[config.mk]
export PLATFORM = sky130hd
export DESIGN_NAME = ssd_scan_ctrl
export DESIGN_NICKNAME = d
export VERILOG_FILES = /design/src/rtl/ssd_scan_ctrl.sv
export SDC_FILE = /design/constraint.sdc
export NUM_CORES = 1
export LEC_CHECK = 0
export CAP_MARGIN = 10
export CELL_PAD_IN_SITES_DETAIL_PLACEMENT = 0
export CELL_PAD_IN_SITES_GLOBAL_PLACEMENT = 1
export CORE_MARGIN = 4
export CORE_UTILIZATION = 40
export CTS_CLUSTER_DIAMETER = 150
export DETAILED_ROUTE_END_ITERATION = 10
export PLACE_DENSITY_LB_ADDON = 0.1
export SLEW_MARGIN = 20
export SYNTH_ARGS = -nofsm -noshare
export SYNTH_HDL_FRONTEND = slang
export SYNTH_SLANG_ARGS = --single-unit
export TNS_END_PERCENT = 30
[constraint.sdc]
create_clock -name clk -period 1.8 [get_ports clk]
set_input_delay 0.36 -clock clk [delete_from_list [all_inputs] [get_ports clk]]
set_output_delay 0.36 -clock clk [all_outputs]
set_load 0.01 [all_outputs]
[src/rtl/ssd_scan_ctrl.sv]
// ssd_scan_ctrl: binary-to-BCD converter (shift-add-3, one bit per cycle)
// feeding a time-multiplexed seven-segment scan. Digit 0 is least significant;
// a digit code of 4'hF blanks the shared decoder.
module ssd_scan_ctrl #(
  parameter int DIGITS      = 4,
  parameter int DATA_WIDTH  = 14,
  parameter int REFRESH_DIV = 50000,
  parameter int LZ_BLANK    = 1
) (
  input  logic                  clk,
  input  logic                  rst,
  input  logic                  in_valid,
  input  logic [DATA_WIDTH-1:0] in_data,
  output logic                  in_ready,
  output logic                  busy,
  output logic                  ovf,
  output logic [3:0]            digit_code,
  output logic [DIGITS-1:0]     digit_sel
);

  localparam int BCD_W = 4 * DIGITS;
  localparam int SR_W  = BCD_W + DATA_WIDTH;
  localparam int IDX_W = (DIGITS > 1) ? $clog2(DIGITS) : 1;
  localparam int REF_W = $clog2(REFRESH_DIV);
  localparam int CNT_W = $clog2(DATA_WIDTH + 1);

  // Largest value the display can show: 10^DIGITS - 1.
  function automatic logic [39:0] max_val_f();
    logic [39:0] m;
    m = 40'd1;
    for (int i = 0; i < DIGITS; i++) m = m * 40'd10;
    return m - 40'd1;
  endfunction

  localparam logic [39:0] MAX_VAL = max_val_f();

  // One double-dabble step over the combined {bcd, binary} shift register.
  function automatic logic [SR_W-1:0] dabble(input logic [SR_W-1:0] v);
    logic [SR_W-1:0] r;
    logic [3:0]      nib;
    r = v;
    for (int i = 0; i < DIGITS; i++) begin
      nib = r[DATA_WIDTH + 4*i +: 4];
      if (nib >= 4'd5) r[DATA_WIDTH + 4*i +: 4] = nib + 4'd3;
    end
    return r << 1;
  endfunction

  typedef enum logic [1:0] {IDLE, CONV, COMMIT} state_e;

  state_e                     state_q, state_d;
  logic [SR_W-1:0]            sr_q, sr_d;
  logic [CNT_W-1:0]           cnt_q, cnt_d;
  logic                       sat_q, sat_d;
  logic                       ovf_q, ovf_d;
  logic [DIGITS-1:0][3:0]     disp_q, disp_d;
  logic [REF_W-1:0]           ref_q, ref_d;
  logic [IDX_W-1:0]           idx_q, idx_d;
  logic [DIGITS-1:0]          sel_q, sel_d;
  logic [3:0]                 code_q, code_d;
  logic                       in_ready_q, in_ready_d;
  logic                       busy_q, busy_d;

  logic [39:0]                in_ext;
  logic                       in_sat;
  logic [DATA_WIDTH-1:0]      load_val;
  logic [DIGITS-1:0][3:0]     bcd_digits;
  logic [DIGITS-1:0][3:0]     blanked;
  logic                       seen_nz;
  logic                       tick;

  // Saturate the incoming value to what the display can represent.
  always_comb begin
    in_ext   = 40'(in_data);
    in_sat   = (in_ext > MAX_VAL);
    load_val = in_sat ? MAX_VAL[DATA_WIDTH-1:0] : in_data;
  end

  // Leading-zero blanking of the finished BCD digits, scanning from the top.
  always_comb begin
    // NOTE: every variable gets a default before any branch, so no latch is inferred.
    bcd_digits = sr_q[DATA_WIDTH +: BCD_W];
    blanked    = bcd_digits;
    seen_nz    = 1'b0;
    for (int i = DIGITS - 1; i >= 0; i--) begin
      if ((LZ_BLANK != 0) && (i != 0) && !seen_nz && (bcd_digits[i] == 4'h0))
        blanked[i] = 4'hF;
      if (bcd_digits[i] != 4'h0) seen_nz = 1'b1;
    end
  end

  // Next-state logic: conversion FSM, scan counter and registered outputs.
  always_comb begin
    state_d = state_q;
    sr_d    = sr_q;
    cnt_d   = cnt_q;
    sat_d   = sat_q;
    ovf_d   = ovf_q;
    disp_d  = disp_q;

    case (state_q)
      IDLE: begin
        if (in_valid) begin
          sr_d    = {{BCD_W{1'b0}}, load_val};
          sat_d   = in_sat;
          cnt_d   = '0;
          state_d = CONV;
        end
      end
      CONV: begin
        sr_d  = dabble(sr_q);
        cnt_d = cnt_q + 1'b1;
        if (cnt_q == CNT_W'(DATA_WIDTH - 1)) state_d = COMMIT;
      end
      COMMIT: begin
        disp_d  = blanked;
        ovf_d   = sat_q;
        state_d = IDLE;
      end
      default: state_d = IDLE;
    endcase

    in_ready_d = (state_d == IDLE);
    busy_d     = (state_d != IDLE);

    // Scan runs freely; the outputs are computed from next-cycle index and
    // display so a commit and an index change land on the same edge.
    tick  = (ref_q == REF_W'(REFRESH_DIV - 1));
    ref_d = tick ? '0 : ref_q + 1'b1;
    idx_d = idx_q;
    if (tick) idx_d = (idx_q == IDX_W'(DIGITS - 1)) ? '0 : idx_q + 1'b1;

    sel_d  = '1;
    code_d = 4'hF;
    for (int i = 0; i < DIGITS; i++) begin
      if (idx_d == IDX_W'(i)) begin
        sel_d[i] = 1'b0;
        code_d   = disp_d[i];
      end
    end
  end

  // State registers with synchronous reset.
  always_ff @(posedge clk) begin
    if (rst) begin
      state_q    <= IDLE;
      sr_q       <= '0;
      cnt_q      <= '0;
      sat_q      <= 1'b0;
      ovf_q      <= 1'b0;
      // NOTE: display registers are reset because "blank" is a visible state on the board.
      disp_q     <= {DIGITS{4'hF}};
      ref_q      <= '0;
      idx_q      <= '0;
      sel_q      <= ~{{(DIGITS-1){1'b0}}, 1'b1};
      code_q     <= 4'hF;
      in_ready_q <= 1'b1;
      busy_q     <= 1'b0;
    end else begin
      // NOTE: non-blocking assignments so every flop samples pre-edge values.
      state_q    <= state_d;
      sr_q       <= sr_d;
      cnt_q      <= cnt_d;
      sat_q      <= sat_d;
      ovf_q      <= ovf_d;
      disp_q     <= disp_d;
      ref_q      <= ref_d;
      idx_q      <= idx_d;
      sel_q      <= sel_d;
      code_q     <= code_d;
      in_ready_q <= in_ready_d;
      busy_q     <= busy_d;
    end
  end

  assign in_ready   = in_ready_q;
  assign busy       = busy_q;
  assign ovf        = ovf_q;
  assign digit_code = code_q;
  assign digit_sel  = sel_q;

endmodule

==> results of run 1 <==
## through the flow
stage	std cells	hold slack [ns]
3_3_place_gp	612	0.444
6_report	630	0.427
4_1_cts	628	0.420
5_1_grt	630	0.446
2_1_floorplan	432	0.428
3_5_place_dp	612	0.448
## synthesized netlist by cell type, types with 2 or more instances
library cell                number
sky130_fd_sc_hd__mux2_2          3
sky130_fd_sc_hd__nor3_1          6
sky130_fd_sc_hd__inv_1          15
sky130_fd_sc_hd__nor2b_1         3
sky130_fd_sc_hd__xor2_1          7
sky130_fd_sc_hd__o22ai_1         2
sky130_fd_sc_hd__nand2b_1       19
sky130_fd_sc_hd__a21oi_1        35
sky130_fd_sc_hd__a222oi_1        5
sky130_fd_sc_hd__nand2_1        31
sky130_fd_sc_hd__dfxtp_1        82
sky130_fd_sc_hd__o21ai_0        17
sky130_fd_sc_hd__o31ai_1         6
sky130_fd_sc_hd__nand3b_1        2
sky130_fd_sc_hd__a2111o_1        2
sky130_fd_sc_hd__and3_1          2
sky130_fd_sc_hd__o211ai_1        2
sky130_fd_sc_hd__a22oi_1        10
sky130_fd_sc_hd__a221oi_1        2
sky130_fd_sc_hd__buf_1           2
sky130_fd_sc_hd__a41oi_1         2
sky130_fd_sc_hd__nand4_1         4
sky130_fd_sc_hd__clkbuf_1       18
sky130_fd_sc_hd__nor4b_4         2
sky130_fd_sc_hd__or2_2           9
sky130_fd_sc_hd__nor2_1         71
sky130_fd_sc_hd__nand4b_1        2
sky130_fd_sc_hd__o2bb2ai_1       3
sky130_fd_sc_hd__nor3b_1         2
sky130_fd_sc_hd__xnor2_1         8
sky130_fd_sc_hd__ha_1           14
sky130_fd_sc_hd__nand3_1        12
sky130_fd_sc_hd__mux2i_1        11
sky130_fd_sc_hd__or3_1           5
## metal layers
layer,routed length [um],vias to the layer above
li1,-,1673
met3,225,7
met1,4160,1474
met2,3920,41
met4,99,0
met5,0,-
## registers in the layout, indices dropped and copies added (netlist names), 2 cells and up
register / flops
digit_sel: 4
state_q: 2
digit_code: 4
idx_q: 2
disp_q: 16
ref_q: 16
sr_q: 30
cnt_q: 4
## area by class of cell
cell class | instances | area (um2) | share of cell area
inverter | 15 | 56.3 | 0.0117
clock inverter | 4 | 27.5 | 0.00571
sequential | 82 | 1650 | 0.342
multi-input combinational | 314 | 2020 | 0.418
timing repair buffer | 92 | 791 | 0.164
tap | 111 | 139 | 0.0288
clock buffer | 12 | 145 | 0.0301
## worst max path at each step
stage | from | end | slack, ns
2_1_floorplan | ref_q[0] | digit_code[0] | -0.03
3_3_place_gp | in_data[7] | sr_q[8] | -0.12
3_5_place_dp | in_data[7] | sr_q[8] | -0.14
4_1_cts | ref_q[11] | digit_code[1] | -0.07
5_1_grt | ref_q[12] | digit_code[1] | -0.12
6_report | ref_q[12] | digit_code[1] | -0.04
## worst max-delay path, stage by stage, from the launching register on
cell                       delay, ns
sky130_fd_sc_hd__dfxtp_2        0.35
sky130_fd_sc_hd__nor4b_4        0.31
sky130_fd_sc_hd__nand4_4        0.20
sky130_fd_sc_hd__mux2i_4        0.32
sky130_fd_sc_hd__mux2i_1        0.15
sky130_fd_sc_hd__a2111o_1       0.39
## cells by family (layout without fill, tap and decap cells)
group | after synthesis | after routing | synth area share
AOI/OAI and AO/OA | 93 | 93 | 0.159
xor gates and xnor gates | 15 | 15 | 0.0351
adders and majority gates | 14 | 14 | 0.0467
buffers and inverters | 36 | 123 | 0.0364
DFF | 82 | 82 | 0.438
muxes | 15 | 15 | 0.0444
and+or+nand+nor | 177 | 177 | 0.240
## timing repair
| action | CTS | global route |
|---|---|---|
| buffers inserted | 0 | 2 |
| hold endpoints to repair | 0 | 0 |
| resized for setup | 2 | 8 |
| setup endpoints to repair | 5 | 7 |
| pin swaps | 2 | 3 |
## power groups by stage
stage | sequential (uW) | clock [uW] | combinational [uW]
4_1_cts | 1880 | 1250 | 287
3_3_place_gp | 1920 | 0 | 285
5_1_grt | 1880 | 1340 | 317
6_report | 1880 | 1200 | 282
3_5_place_dp | 1920 | 0 | 288
2_1_floorplan | 1920 | 0 | 143
==> metrics.log, run 1 <==
[metrics] result of the run: complete, but fails checks
[metrics] failing checks: negative setup slack
[metrics] Final Critical Period: 1.84 ns
[metrics] row count: 35
[metrics] number of cells produced by synthesis: between 400 and 500
[metrics] final clock skew: 0.00842 ns
[metrics] final worst slack: -0.0417 ns
[metrics] total via count in the routed design: 3,195
[metrics] Final ANT Viol Nets: 0
[metrics] internal power: 2530 uW
[metrics] Worst Setup End Kind: register
[metrics] total inserted antenna cells: 0
[metrics] GR met1 Demand/Resource: 0.210
[metrics] category of the critical setup timing path: reg -> reg
[metrics] count of final max-slew check failures: 0
[metrics] area of all placed cells without fillers: 4820 um2
[metrics] H-tree lvl count: 3
[metrics] GRT met3 Usage: 0.0272
[metrics] drt first pass iters: 4
[metrics] Congestion Overflow GR: 0
[metrics] largest fanout on the critical path: 5
[metrics] hold buffers post-CTS: 0
[metrics] number of warnings printed during yosys synthesis: 0
[metrics] Period Utilization, post-route: 1.02
[metrics] mean area per synthesized cell: a little under 9 um2
[metrics] clock-pin slew of the registers on the worst-case setup and hold paths: 0.09 ns
[metrics] count of max-cap constraint violations: 0
[metrics] proportion of power drawn by flip-flops and latches: 0.558
[metrics] global route hottest layer: met2
[metrics] number of buffers added by the clock tree synthesis step: 9
[metrics] number of failing hold endpoints at the final stage: 0
[metrics] drt initial violations: 141
[metrics] Top FF cell, synth: sky130_fd_sc_hd__dfxtp_1
[metrics] Total Routing Usage GR: 0.160
[metrics] Worst Setup Slack post-DPL: -0.136 ns
[metrics] worst-case clock buffer depth: 2
[metrics] DR DRC count: 0
[metrics] via count of the first global-routing pass: 3,047
[metrics] combinational cell fraction of total power: 0.084
[metrics] leading cell types in the layout, fill and taps excluded: 76 x sky130_fd_sc_hd__dfxtp_1, 71 x sky130_fd_sc_hd__nor2_1, 62 x sky130_fd_sc_hd__buf_4
[metrics] leading post-synthesis cells by cell area: sky130_fd_sc_hd__dfxtp_1 44%, sky130_fd_sc_hd__nor2_1 7.1%, sky130_fd_sc_hd__a21oi_1 4.7%, sky130_fd_sc_hd__ha_1 4.7%, sky130_fd_sc_hd__nand2b_1 3.2%
[metrics] initial antenna violation count: 0
[metrics] initial cell density of the core: 0.407
[metrics] utilization after layout: 0.525
[metrics] TritonCTS clock tree: done
[metrics] Die Span Y: 105 um
[metrics] detailed-placement wirelength estimate: approximately 6200 um
[metrics] count of nets after finishing: 545
[metrics] kind of path behind the tightest hold check: in -> reg
[metrics] instance count along the most critical hold path: 2
[metrics] register bit count reported by yosys: 82
[metrics] Filler Cells Inserted: between 800 and 900
[metrics] setup repair after global routing missed its margin: true
[metrics] leak pwr: slightly below 0.002 uW
[metrics] Reg2Reg Setup Slack: -0.04 ns
[metrics] ratio of cells with drive above 1 in the final layout: 0.212
[metrics] critical register-to-register path endpoint: digit_code[1]
[metrics] total negative slack: -0.0631 ns
[metrics] Synth area leader: sky130_fd_sc_hd__dfxtp_1
[metrics] data arrival time of the critical path: 2.06 ns
[metrics] peak supply drop: 0.000395 V
[metrics] total length of routed wires: between 8000 and 9000 um
[metrics] later-pin clock latency in the skew report: 0.34 ns
[metrics] Avg WL per Cell: between 10 and 15 um
[metrics] gpl congestion: just over 0.8
[metrics] die area: approximately 11,000 um2
[metrics] switching power share of the total: 0.247
[metrics] f_max: 0.543 GHz
[metrics] relative max-transition margin: 0.741
[metrics] startpoint of the lowest-slack hold path: rst
[metrics] worst r2r path cells: 5
[metrics] count of final setup violators: 3
[metrics] met2 Track Usage GR: 0.268
[metrics] vias per inst: 5.07
[metrics] DP Area: 4600 um2
[metrics] commonest non-fill, non-tap cell in the layout: sky130_fd_sc_hd__dfxtp_1
[metrics] Floorplan Core Area: 9200 um2
[metrics] power share of the clock group: 0.358
[metrics] number of sinks on the clock net: about 80
[metrics] power density cells: 697 nW/um2
[metrics] Power Total: approximately 3400 uW
[metrics] cell area after technology mapping: 3750 um2
[metrics] proportion of synthesized flip-flops having asynchronous set or reset: 0
[metrics] area grow syn2layout: 28.7%
[metrics] Required @ worst endpoint: 2.02 ns
[metrics] share of synthesized area occupied by flip-flops and latches: 0.438
[metrics] pin count of the biggest net entering global routing: 25
[metrics] die width: 105 um
[metrics] fraction of post-synthesis cell area in the top cell type by area: 0.438
[metrics] post-synth cell types: 50
[metrics] kind of start point of the critical path: register
[metrics] # IOs: 28
[metrics] number of flops mapped to enable cells by yosys: 0
[metrics] P_sw: 831 uW
[metrics] pin slew with the least headroom to its limit: between 0.3 and 0.4 ns
[metrics] root buffer selected by CTS: sky130_fd_sc_hd__clkbuf_8
[metrics] number of nets produced by synthesis: 463
[metrics] wire length of the first global-routing pass: roughly 15,000 um
[metrics] Worst Hold End: sr_q[27]
[metrics] reg2reg start: ref_q[12]
[metrics] Port Buffer Count: 27
(Power assumes the default switching activity.)
==> inputs of run 2 (changes only) <==
CORE_UTILIZATION = 43   (was 40)
DONT_BUFFER_PORTS = 1   (was not set)
==> run 2 against run 1 <==
  * The run now ends clean
  * Fmax rose by 2.9%
  * Total power is 8.6% higher
  * Design area shrank 9.1%
  * Clock power is 34% higher
  * Wire length down 1.8%
  * Sequential power barely moved
  * Clock skew increased by 0.0054 ns
  * Flip-flop and latch count is the same
  * Critical path type unchanged
  * Critical endpoint is now digit_code[0]
==> metrics.log, run 2 (same netlist as run 1, synthesis figures left out) <==
[metrics] clock-pin slew of the registers on the worst-case setup and hold paths: 0.09 ns (about the same)
[metrics] Port Buffer Count: 0 (was 27)
[metrics] combinational cell fraction of total power: 0.046 (was 0.084)
[metrics] commonest non-fill, non-tap cell in the layout: sky130_fd_sc_hd__dfxtp_1 (unchanged)
[metrics] detailed-placement wirelength estimate: 5680 um (was 6190 um)
[metrics] stage delay of the slowest cell on the critical path: 0.38 ns (was 0.39 ns)
[metrics] die width: 101 um (was 105 um)
[metrics] max reg flops: 30 (unchanged)
[metrics] root buffer selected by CTS: sky130_fd_sc_hd__clkbuf_8 (unchanged)
[metrics] Total Routing Usage GR: 0.172 (was 0.160)
[metrics] largest fanout on the critical path: 5 (unchanged)
[metrics] count of final max-slew check failures: 0 (unchanged)
[metrics] utilization after layout: 0.526 (was 0.525)
[metrics] Power Total: 3650 uW (was 3360 uW)
[metrics] DR DRC count: 0 (unchanged)
[metrics] vias per inst: 5.30 (was 5.07)
[metrics] pin slew with the least headroom to its limit: 0.649 ns (was 0.377 ns)
[metrics] total length of routed wires: 8250 um (was 8400 um)
[metrics] peak supply drop: 0.000524 V (was 0.000395 V)
[metrics] count of nets after finishing: 491 (was 545)
[metrics] registers with the most flip-flops: sr_q (30), disp_q (16), ref_q (16) (unchanged)
[metrics] later-pin clock latency in the skew report: 0.35 ns (was 0.34 ns)
[metrics] result of the run: complete, no violations (was complete, but fails checks)
[metrics] via count of the first global-routing pass: 2,819 (was 3,047)
[metrics] H-tree lvl count: 3 (unchanged)
[metrics] count of max-cap constraint violations: 0 (unchanged)
[metrics] drt first pass iters: 4 (unchanged)
[metrics] Worst Setup End Kind: register (unchanged)
[metrics] Crit path max-delay family: multiplexers (was simple AND/OR/NAND/NOR gates)
[metrics] Filler Cells Inserted: 786 (was 883)
[metrics] power density cells: 833 nW/um2 (was 697 nW/um2)
[metrics] initial cell density of the core: 0.449 (was 0.407)
[metrics] final clock skew: 0.0139 ns (was 0.00842 ns)
[metrics] switching power share of the total: 0.220 (was 0.247)
[metrics] pin count of the biggest net entering global routing: 65 (was 25)
[metrics] kind of start point of the critical path: register (unchanged)
[metrics] # IOs: 28 (unchanged)
[metrics] total via count in the routed design: 3,021 (was 3,195)
[metrics] power share of the clock group: 0.440 (was 0.358)
[metrics] internal power: 2850 uW (was 2530 uW)
[metrics] combined buffer and inverter count along the critical path: 0 (unchanged)
[metrics] worst-case clock buffer depth: 2 (unchanged)
[metrics] slowest stage cell, crit path: sky130_fd_sc_hd__a2111o_1 (unchanged)
[metrics] number of sinks on the clock net: 82 (unchanged)
[metrics] Die Span Y: 101 um (was 105 um)
[metrics] Congestion Overflow GR: 0 (unchanged)
[metrics] relative max-transition margin: 0.567 (was 0.741)
[metrics] f_max: 0.559 GHz (was 0.543 GHz)
[metrics] number of buffers added by the clock tree synthesis step: 9 (unchanged)
[metrics] top register by number of flip-flops: sr_q (unchanged)
[metrics] number of failing hold endpoints at the final stage: 0 (unchanged)
[metrics] die area: 10,300 um2 (was 11,000 um2)
[metrics] setup repair after global routing missed its margin: true (unchanged)
[metrics] Final Critical Period: 1.79 ns (was 1.84 ns)
[metrics] minimum hold slack: 0.0673 ns (was 0.427 ns)
[metrics] row count: 33 (was 35)
[metrics] area grow syn2layout: 17.0% (was 28.7%)
[metrics] P_sw: 805 uW (was 831 uW)
[metrics] ratio of cells with drive above 1 in the final layout: 0.178 (was 0.212)
[metrics] leading cell types in the layout, fill and taps excluded: 77 x sky130_fd_sc_hd__dfxtp_1, 71 x sky130_fd_sc_hd__nor2_1, 37 x sky130_fd_sc_hd__buf_4 (was 76 x sky130_fd_sc_hd__dfxtp_1, 71 x sky130_fd_sc_hd__nor2_1, 62 x sky130_fd_sc_hd__buf_4)
[metrics] wire length of the first global-routing pass: 14,100 um (was 14,600 um)
[metrics] gpl congestion: 0.781 (was 0.817)
[metrics] kind of path behind the tightest hold check: in -> reg (unchanged)
[metrics] total inserted antenna cells: 0 (unchanged)
[metrics] Final ANT Viol Nets: 0 (unchanged)
[metrics] drt initial violations: 225 (was 141)
[metrics] category of the critical setup timing path: reg -> reg (unchanged)
[metrics] Worst Setup Slack post-DPL: -0.0574 ns (was -0.136 ns)
[metrics] Floorplan Core Area: 8340 um2 (was 9200 um2)
[metrics] proportion of power drawn by flip-flops and latches: 0.515 (was 0.558)
[metrics] TritonCTS clock tree: done (unchanged)
[metrics] final worst slack: 0.0107 ns (was -0.0417 ns)
[metrics] crit-path cells: ha_4 -> and3_4 -> nand4_4 -> mux2i_4 -> mux2i_1 -> a2111o_1 (was nor4b_4 -> nand4_4 -> mux2i_4 -> mux2i_1 -> a2111o_1)
[metrics] data arrival time of the critical path: 2.02 ns (was 2.06 ns)
[metrics] Required @ worst endpoint: 2.03 ns (was 2.02 ns)
[metrics] count of final setup violators: 0 (was 3)
[metrics] Avg WL per Cell: 14.5 um (was 13.3 um)
[metrics] initial antenna violation count: 0 (unchanged)
[metrics] leak pwr: 0.00174 uW (was 0.00196 uW)
[metrics] Period Utilization, post-route: 0.994 (was 1.02)
run 2: cell types whose count changed in the layout (fill, tap and decap cells not counted), moves of 2 or more:
cell                              before  now
sky130_fd_sc_hd__clkdlybuf4s50_1      26    0
sky130_fd_sc_hd__buf_4                62   37
sky130_fd_sc_hd__buf_12                3    0
sky130_fd_sc_hd__bufinv_16             0    3
sky130_fd_sc_hd__dfxtp_2               6    4
run 2: layout make-up:
cell class              count  area, um2  share of cell area
inverters                  15       56.3              0.0128
well taps                 105        131              0.0300
clock inverters             6        114              0.0260
clock buffers              10        128              0.0291
multi-input cells         314       2020               0.460
repair buffers             38        289              0.0659
flip-flops and latches     82       1650               0.376
run 2: timing repair:
action                     CTS  global route
pin swaps                    1             5
hold buffers                 0             0
gates resized for setup      1            11
setup endpoints to repair    4             4
gates cloned                 0             0
buffers inserted             0             2
run 2: metal layers:
metal / wire (um) / up-vias / part of all wire / GRT usage
li1: - / 1565 / - / -
met1: 4190 / 1410 / 0.51 / 0.238
met2: 3700 / 41 / 0.45 / 0.266
met3: 296 / 5 / 0.036 / 0.0434
met4: 66 / 0 / 0.0080 / 0.0460
met5: 0 / - / 0 / 0
run 2: final timing paths:
path / start / endpoint / slack (ns) / depth (start not counted)
worst max-delay path: ref_q[0] / digit_code[0] / 0.01 / 6
worst min-delay path: rst / ref_q[2] / 0.07 / 1
worst max register to register: ref_q[0] / digit_code[0] / 0.01 / 6
worst min register to register: ref_q[0] / ref_q[0] / 0.44 / 1
run 2: per-stage QoR:
stage | setup TNS (ns) | std cells | instance area, um2
global placement | 0 | 552 | 4090
detailed placement | -0.144 | 552 | 4090
finish | 0 | 570 | 4380
floorplan | -0.0566 | 432 | 3780
global route | -0.201 | 570 | 4380
CTS | -0.0163 | 568 | 4340
run 2: power groups by stage:
stage               sequential [uW]  clock [uW]  combinational (uW)
global placement               1920           0                 167
finish                         1880        1610                 167
CTS                            1880        1660                 169
global route                   1890        1730                 191
detailed placement             1920           0                 169
floorplan                      1920           0                 143
==> inputs of run 3 (changes only) <==
SETUP_SLACK_MARGIN = 0.15   (was not set)
==> run 3 against run 2 <==
  * Clock-buffer cell count unchanged
  * Design area grew 1.8%
  * Total power rose by 0.34%
  * Combinational power up 7%
  * Sequential power about the same
  * Global-route usage up 0.19 points
  * Register-to-register slack improved by 0.04 ns
  * Utilization grew 0.93 points
  * Clock power is essentially flat
  * Via count increased by 2.4%
  * Wire length is 2.4% higher
  * Sequential share of layout area shrank 0.60 points
  * Critical endpoint unchanged
  * Highest routed layer unchanged
==> metrics.log, run 3 (same netlist as run 1, synthesis figures left out) <==
[metrics] gpl congestion: 0.781 (unchanged)
[metrics] count of final max-slew check failures: 0 (unchanged)
[metrics] H-tree lvl count: 3 (unchanged)
[metrics] stage delay of the slowest cell on the critical path: 0.38 ns (about the same)
[metrics] DR DRC count: 0 (unchanged)
[metrics] TritonCTS clock tree: done (unchanged)
[metrics] root buffer selected by CTS: sky130_fd_sc_hd__clkbuf_8 (unchanged)
[metrics] initial cell density of the core: 0.449 (unchanged)
[metrics] count of max-cap constraint violations: 0 (unchanged)
[metrics] number of sinks on the clock net: 82 (unchanged)
[metrics] count of final setup violators: 0 (unchanged)
[metrics] area of all placed cells without fillers: 4460 um2 (was 4380 um2)
[metrics] via count of the first global-routing pass: 2,844 (was 2,819)
[metrics] Power Total: 3660 uW (was 3650 uW)
[metrics] crit-path cells: inv_1 -> ha_1 -> nor3b_1 -> buf_4 -> nand2_1 -> buf_4 -> o2bb2ai_2 -> mux2i_1 -> a2111o_1 (was ha_4 -> and3_4 -> nand4_4 -> mux2i_4 -> mux2i_1 -> a2111o_1)
[metrics] cell count after placement: 552 (unchanged)
[metrics] Final Critical Period: 1.75 ns (was 1.79 ns)
[metrics] Floorplan Core Area: 8340 um2 (unchanged)
[metrics] Period Utilization, post-route: 0.975 (was 0.994)
[metrics] max reg flops: 30 (unchanged)
[metrics] category of the critical setup timing path: reg -> reg (unchanged)
[metrics] leak pwr: 0.00176 uW (was 0.00174 uW)
[metrics] Crit path max-delay family: compound AO/OA/AOI/OAI gates (was multiplexers)
[metrics] Total Routing Usage GR: 0.173 (was 0.172)
[metrics] total length of routed wires: 8450 um (was 8250 um)
[metrics] Congestion Overflow GR: 0 (unchanged)
[metrics] commonest non-fill, non-tap cell in the layout: sky130_fd_sc_hd__dfxtp_1 (unchanged)
[metrics] hold buffers post-CTS: 0 (unchanged)
[metrics] drt first pass iters: 4 (unchanged)
[metrics] later-pin clock latency in the skew report: 0.35 ns (about the same)
[metrics] result of the run: complete, no violations (unchanged)
[metrics] Avg WL per Cell: 14.7 um (was 14.5 um)
[metrics] total inserted antenna cells: 0 (unchanged)
[metrics] count of nets after finishing: 494 (was 491)
[metrics] area grow syn2layout: 19.1% (was 17.0%)
[metrics] pin slew with the least headroom to its limit: 0.462 ns (was 0.649 ns)
[metrics] clock-pin slew of the registers on the worst-case setup and hold paths: 0.09 ns (about the same)
[metrics] pin count of the biggest net entering global routing: 65 (unchanged)
[metrics] peak supply drop: 0.000531 V (was 0.000524 V)
[metrics] registers with the most flip-flops: sr_q (30), disp_q (16), ref_q (16) (unchanged)
[metrics] kind of start point of the critical path: register (unchanged)
[metrics] top register by number of flip-flops: sr_q (unchanged)
[metrics] Worst Setup End Kind: register (unchanged)
[metrics] f_max: 0.570 GHz (was 0.559 GHz)
[metrics] largest fanout on the critical path: 3 (was 5)
[metrics] utilization after layout: 0.535 (was 0.526)
[metrics] Die Span Y: 101 um (unchanged)
[metrics] vias per inst: 5.40 (was 5.30)
[metrics] setup repair after global routing missed its margin: true (unchanged)
[metrics] Required @ worst endpoint: 2.03 ns (about the same)
[metrics] final clock skew: 0.0127 ns (was 0.0139 ns)
[metrics] die area: 10,300 um2 (unchanged)
[metrics] critical path's most frequent cell: sky130_fd_sc_hd__buf_4
[metrics] DP Area: 4090 um2 (unchanged)
[metrics] final non-filler cell total: 573 (was 570)
[metrics] detailed-placement wirelength estimate: 5680 um (unchanged)
[metrics] startpoint of the lowest-slack hold path: rst (unchanged)
[metrics] # IOs: 28 (unchanged)
[metrics] relative max-transition margin: 0.683 (was 0.567)
[metrics] combined buffer and inverter count along the critical path: 3 (was 0)
[metrics] leading cell types in the layout, fill and taps excluded: 73 x sky130_fd_sc_hd__dfxtp_1, 71 x sky130_fd_sc_hd__nor2_1, 38 x sky130_fd_sc_hd__buf_4 (was 77 x sky130_fd_sc_hd__dfxtp_1, 71 x sky130_fd_sc_hd__nor2_1, 37 x sky130_fd_sc_hd__buf_4)
[metrics] kind of path behind the tightest hold check: in -> reg (unchanged)
[metrics] ratio of cells with drive above 1 in the final layout: 0.214 (was 0.178)
[metrics] initial antenna violation count: 0 (unchanged)
[metrics] data arrival time of the critical path: 1.99 ns (was 2.02 ns)
[metrics] Port Buffer Count: 0 (unchanged)
[metrics] number of failing hold endpoints at the final stage: 0 (unchanged)
[metrics] total via count in the routed design: 3,095 (was 3,021)
[metrics] wire length of the first global-routing pass: 14,300 um (was 14,100 um)
[metrics] CP Launch Point: sr_q[22] (was ref_q[0])
[metrics] slowest stage cell, crit path: sky130_fd_sc_hd__a2111o_1 (unchanged)
[metrics] row count: 33 (unchanged)
[metrics] drt initial violations: 206 (was 225)
[metrics] die width: 101 um (unchanged)
[metrics] power density cells: 821 nW/um2 (was 833 nW/um2)
[metrics] Final ANT Viol Nets: 0 (unchanged)
[metrics] number of buffers added by the clock tree synthesis step: 9 (unchanged)
[metrics] reg2reg start: sr_q[22] (was ref_q[0])
[metrics] worst-case clock buffer depth: 2 (unchanged)
==> run 3: cell types whose count changed in the layout (fill, tap and decap cells not counted), sizes merged <==
cell  before  now
buf       38   41
==> run 3: where the power goes <==
part           switching, uW  total (uW)  internal, uW  leakage (uW)
clock                    680        1610           927      0.000113
sequential              27.0        1880          1850      0.000670
combinational            103         179          75.5      0.000980
==> run 3: worst paths after layout <==
path	to	slack (ns)	depth (start not counted)
setup / recovery	digit_code[0]	0.05	9
hold / removal	ref_q[2]	0.07	1
setup reg to reg	digit_code[0]	0.05	9
hold reg to reg	sr_q[0]	0.45	2
==> run 3: area by class of cell <==
class | count | area [um2]
inverter | 15 | 56.3
tap | 105 | 131
clock buffer | 10 | 128
multi-input combinational | 314 | 2060
timing repair buffer | 41 | 319
fill | 778 | 3880
clock inverter | 6 | 114
sequential | 82 | 1650
==> run 3: timing repair <==
item,4_1_cts,5_1_grt
pin swaps,2,11
buffers inserted,4,1
endpoints found under the setup margin,13,32
resized for setup,4,25
==> run 3: per-stage QoR <==
step / hold WS, ns / worst slack [ns] / setup TNS [ns]
6_report: 0.0669 / 0.0459 / 0
5_1_grt: 0.0476 / -0.0486 / -0.173
4_1_cts: 0.0524 / 0.0208 / 0
3_5_place_dp: 0.439 / -0.0574 / -0.144
3_3_place_gp: 0.435 / 0.0353 / 0
2_1_floorplan: 0.428 / -0.0283 / -0.0566
==> run 3: per-layer routing <==
layer	GRT usage	vias to the layer above	wire length, um
li1	-	1566	-
met1	0.241	1468	4120
met2	0.269	54	3870
met3	0.0441	7	402
met4	0.0460	0	65
met5	0	-	0
